`src/rtl/pc_gen.sv`:
```
// Program counter generator: sequential fetch, wait-on-imem, redirects
// (branch/jalr/trap) and misaligned-target trapping.
//
// state | meaning
// BOOT  | first cycle after reset, no fetch issued
// RUN   | fetching at PC, advances when imem accepts
// WAIT  | fetch at PC not yet accepted by imem
// FAULT | misaligned redirect trapped, fetch suppressed one cycle
module pc_gen #(
  parameter int              WIDTH        = 32,
  parameter logic [WIDTH-1:0] RESET_VECTOR = '0,
  parameter int              ALIGN        = 2
) (
  input  logic             clk,
  input  logic             rst,
  input  logic             stall,
  input  logic [1:0]       pc_src,
  input  logic [WIDTH-1:0] pc_ex,
  input  logic [WIDTH-1:0] immop,
  input  logic [WIDTH-1:0] rs1,
  input  logic [WIDTH-1:0] trap_vec,
  input  logic             imem_ready,
  output logic [WIDTH-1:0] PC,
  output logic [WIDTH-1:0] pc_plus4,
  output logic             fetch_valid,
  output logic             misalign
);

  typedef enum logic [1:0] {BOOT, RUN, WAIT, FAULT} state_e;

  localparam logic [WIDTH-1:0] ALIGN_MASK = (WIDTH'(1) << ALIGN) - WIDTH'(1);

  state_e           state_q, state_d;
  logic [WIDTH-1:0] pc_q, pc_d;
  logic             misalign_q, misalign_d;

  logic [WIDTH-1:0] sum_jalr;
  logic [WIDTH-1:0] trap_tgt;
  logic [WIDTH-1:0] target;
  logic             redirect;
  logic             tgt_misaligned;

  assign sum_jalr = rs1 + immop;
  assign trap_tgt = trap_vec & ~ALIGN_MASK;
  assign redirect = (pc_src != 2'b00);

  always_comb begin
    target = trap_tgt;
    case (pc_src)
      2'b01:   target = pc_ex + immop;
      2'b10:   target = sum_jalr & ~WIDTH'(1);
      default: target = trap_tgt;
    endcase
  end

  // Trap redirects are force-aligned, so only branch/jalr can fault.
  assign tgt_misaligned = (pc_src != 2'b11) && ((target & ALIGN_MASK) != '0);

  always_ff @(posedge clk or negedge rst) begin
    if (!rst) begin
      state_q    <= BOOT;
      pc_q       <= RESET_VECTOR;
      misalign_q <= 1'b0;
    end else begin
      state_q    <= state_d;
      pc_q       <= pc_d;
      misalign_q <= misalign_d;
    end
  end

  always_comb begin
    state_d    = state_q;
    pc_d       = pc_q;
    misalign_d = 1'b0;
    if (redirect) begin
      if (tgt_misaligned) begin
        pc_d       = trap_tgt;
        misalign_d = 1'b1;
        state_d    = FAULT;
      end else begin
        pc_d    = target;
        state_d = RUN;
      end
    end else begin
      case (state_q)
        BOOT:  state_d = RUN;
        RUN: begin
          if (!stall) begin
            if (imem_ready) pc_d = pc_q + WIDTH'(4);
            else            state_d = WAIT;
          end
        end
        WAIT:  if (imem_ready) state_d = RUN;
        FAULT: state_d = RUN;
        default: state_d = BOOT;
      endcase
    end
  end

  always_comb begin
    fetch_valid = 1'b0;
    case (state_q)
      RUN, WAIT: fetch_valid = 1'b1;
      default:   fetch_valid = 1'b0;
    endcase
  end

  assign PC       = pc_q;
  assign pc_plus4 = pc_q + WIDTH'(4);
  assign misalign = misalign_q;

endmodule

```
`config.mk`:
```
export PLATFORM = sky130hd
export DESIGN_NAME = pc_gen
export DESIGN_NICKNAME = d
export VERILOG_FILES = /design/src/rtl/pc_gen.sv
export SDC_FILE = /design/constraint.sdc
export NUM_CORES = 1
export LEC_CHECK = 0
export BUFFER_PORTS_ARGS = -buffer_cell sky130_fd_sc_hd__buf_4
export CORE_MARGIN = 2
export CORE_UTILIZATION = 48
export CTS_BUF_LIST = sky130_fd_sc_hd__clkbuf_16
export CTS_CLUSTER_DIAMETER = 40
export DETAILED_ROUTE_END_ITERATION = 7
export HOLD_SLACK_MARGIN = 0.02
export PLACE_DENSITY = 0.79
export SLEW_MARGIN = 20
export SYNTH_ARGS = -nofsm -noshare
export SYNTH_HDL_FRONTEND = slang
export SYNTH_SLANG_ARGS = --single-unit
```
`constraint.sdc`:
```
create_clock -name clk -period 2.18 [get_ports clk]
set_input_delay 0.109 -clock clk [delete_from_list [all_inputs] [get_ports clk]]
set_output_delay 0.109 -clock clk [all_outputs]
set_load 0.02 [all_outputs]
```
==> metrics.yaml <==
cells_and_area:
  multiInputGateArea_sq_um: 5710
  syn2layout_area_growth_pct: 65.7
  final_layout_size_suffix_gt1_share_pct: 43.1
  diodes: 0
  area.sequential_sq_um: 881
  nFillCells: 876
  final_net_count: 1405
cts:
  cts-htree-levels: 2
  cts.clk_slew.worst_paths_ps: 50
  cts_buffers: 5
  clock-root-buffer: "clkbuf_16"
  numClockSinks: 35
  clock_latency_ps: 280
  cts_tree: "built"
  ctsLongestPathBuffers: 2
drt:
  wl_per_cell_um: 17.9
  route.detailed.vias_per_inst: 5.90
  drc: 0
  antenna_left: 0
  dr_total_vias: 8099
  firstDrtPassIters: 6
  drtIter0Drc: 1005
  wl_um: 24600
yosys:
  synth_edf_count: 0
  ys_seq_elements: 35
  synthCells: 830
  synth_area_leaders: "dfrtp_1 14%, ha_1 14%, xnor2_1 7.9%"
  ys_warn_count: 0
  synth_top_area_share_pct: 14.3
  yosysTopAreaCell: "dfrtp_1"
  syn_area_per_cell_sq_um: 7.37
  synth_seq_area_share_pct: 14.3
  synth-main-ff-cell: "dfrtp_1"
  ys_types: 65
  synthArstFlopShare_pct: 100
  syn_area_sq_um: 6120
  synth_nets: 1035
power_and_ir_drop:
  p_leak_nw: 4.69
  peakVddDrop_uv: 297
  power_density_nw_per_um2: 496
  power.total_mw: 5.03
sta:
  max_slew_margin_pct: 69.9
  tightest_slew_ps: 452
  finalMaxSlewViolations: 0
  fin_crit_ps: 2370
  fin_setup_tns_ps: -1260
  setup_viol: 18
  rsz0062_at_grt: "true"
  setup_ws_ps: -186
  worst_clock_skew_ps: 4.41
  max_freq_mhz: 423
  post-route-period-util_pct: 109
  hold_viol_final: 0
place:
  dp_hpwl_um: 18800
  port_buffers: 197
  globalplace.congestion: 0.952
setup_path:
  reg2reg_depth: 12
  crit_path_max_incr_delay_ps: 370
  timing.critical_path.buf_inv: 1
  crit_path_end_kind: "flop"
  cp_cell_sequence: "buf_6 > and2_4 > fa_2 > a21o_1 > a221o_2 > a31oi_4 > o211ai_1 > a31oi_2 > nand2b_1 > nor3b_4 > a2bb2oi_2 > o21ai_1"
  crit_cells: 12
  worst-path-max-fanout: 5
  cp.arrival_ps: 2520
  critPathTopFamily: "compound AO/OA/AOI/OAI gates"
  critPathLaunchType: "primary input"
  cp_slowest_cell: "a221o_2"
  crit_type: "primary input to flop"
  cp.required_ps: 2340
grt:
  grt.overflow.total: 0
  grt_pass1_wl_um: 36300
  grt.total_usage_pct: 33.5
  grt_pass1_vias: 7300
  antenna_found_initial: 0
  grt_max_degree: 37
worst_hold_path:
  min_path_type: "primary input to flop"
  whs_path_depth: 3
outcome:
  outcome: "complete, but fails checks"
  violations: "negative setup slack"
die:
  die_h_um: 117
  die_w_um: 117
  ios: 200
  coreArea_sq_um: 12500
  die_area_sq_um: 13700
  start_util_pct: 48.9
  core.rowCount: 41
run:
  cap_violations: 0
[cell usage after synthesis, drive strengths merged (4+ instances only)]
| cell type | n |
|---|---|
| nor2 | 72 |
| nand2b | 8 |
| o21ai | 59 |
| and2 | 11 |
| nor4 | 4 |
| nand3 | 29 |
| o22ai | 5 |
| a211oi | 17 |
| o31a | 4 |
| xor2 | 49 |
| o21a | 8 |
| buf | 10 |
| nand3b | 7 |
| a221oi | 14 |
| and3 | 15 |
| o31ai | 8 |
| a21oi | 68 |
| dfrtp | 35 |
| xnor2 | 55 |
| a21o | 24 |
| inv | 32 |
| nand2 | 85 |
| nand4 | 18 |
| nor3 | 23 |
| a221o | 9 |
| o21bai | 8 |
| clkbuf | 23 |
| nor2b | 6 |
| ha | 69 |
| a31oi | 17 |
[flip-flops by register name (all words and copies together) (netlist names)]
| signal | cells |
|---|---|
| PC | 32 |
| state_q | 2 |
| misalign | 1 |
[per-stage QoR]
| step | utilization, % | std cells | instance area (sq um) | hold slack (ps) | setup slack, ps |
|---|---|---|---|---|---|
| after floorplan | - | 830 | 6280 | -187 | -211 |
| after global placement | 73.0 | 1343 | 9140 | 83.6 | -534 |
| after detailed placement | 73.0 | 1343 | 9140 | 83.4 | -536 |
| after CTS | 76.9 | 1365 | 9630 | 115 | -106 |
| after global routing | 81.0 | 1373 | 10100 | 132 | -299 |
| final | 81.0 | 1373 | 10100 | 111 | -186 |
[metal layers]
layer  up-vias  GRT usage [%]  part of all wire (%)
li1       3786              -                     -
met3        52           3.09                   7.5
met5         -              0                     0
met1      3852           48.2                    43
met2       409           54.7                    47
met4         0           7.37                   2.2
[cells by family (layout without fill, tap and decap cells)]
logic type | count (synthesis) | count (layout) | synth area share, %
AOI/OAI and AO/OA | 262 | 262 | 28.5
xor gates and xnor gates | 104 | 104 | 14.9
and+or+nand+nor | 289 | 289 | 22.6
DFF | 35 | 35 | 14.3
muxes | 4 | 4 | 0.695
adders and majority gates | 71 | 71 | 14.8
buffers and inverters | 65 | 436 | 4.21
[report_power, final]
| part | leakage (nW) | switching (mW) | internal [mW] |
|---|---|---|---|
| clock | 0.0762 | 0.261 | 0.412 |
| sequential | 0.413 | 0.152 | 0.764 |
| combinational | 4.20 | 1.79 | 1.65 |
| total | 4.69 | 2.20 | 2.83 |
[layout make-up]
class,instances,share of cell area [%]
flip-flops and latches,35,8.69
well taps,172,2.12
repair buffers,396,30.3
clock buffers,5,1.23
inverters,32,1.18
clock inverters,3,0.123
multi-input cells,730,56.3
[layout by cell type, fill, tap and decap left out, drive strengths merged, types with 3 or more instances in the layout]
cell type,synthesis,routed
a21oi,68,68
o22ai,5,5
buf,10,395
a21o,24,24
nand2,85,85
xor2,49,49
a221o,9,9
o31ai,8,8
ha,69,69
a211oi,17,17
clkbuf,23,5
nor2,72,72
o211ai,3,3
o31a,4,4
and2,11,11
o21a,8,8
o21bai,8,8
nand3b,7,7
dfrtp,35,35
nor4b,3,3
nor3,23,23
and3,15,15
nor2b,6,6
a31oi,17,17
nor4,4,4
o21ai,59,59
nand4,18,18
xnor2,55,55
a22oi,3,3
nand2b,8,8
inv,32,34
nand3,29,29
a221oi,14,14
[worst paths after layout]
path                                    from                 end  slack, ps
setup / recovery                    immop[0]  PC[26]$_DFFE_PN0P_       -190
hold / removal                  trap_vec[10]  PC[10]$_DFFE_PN0P_        110
setup reg to reg           PC[2]$_DFFE_PN0P_  PC[30]$_DFFE_PN0P_       -110
hold reg to reg            PC[1]$_DFFE_PN0P_   PC[1]$_DFFE_PN0P_        530
max in group asynchronous                rst  PC[10]$_DFFE_PN0P_       1510
min in group asynchronous                rst   PC[6]$_DFFE_PN0P_        320
[timing repair]
item	4_1_cts	5_1_grt
resized for setup	43	91
hold buffers	1	0
setup buffers	15	13
endpoints found under the hold margin	35	0
cloned	0	0
pin swaps	40	37
setup endpoints to repair	27	37
[worst register-to-register path, delay by kind of cell, from the launching register on]
kind / cells / cell delay, ps
simple gates: 6 / 1150
flops: 1 / 380
compound gates: 2 / 180
fa+ha+maj: 1 / 140
buf+inv: 3 / 380
No activity file was read; power rests on OpenSTA's default activity.
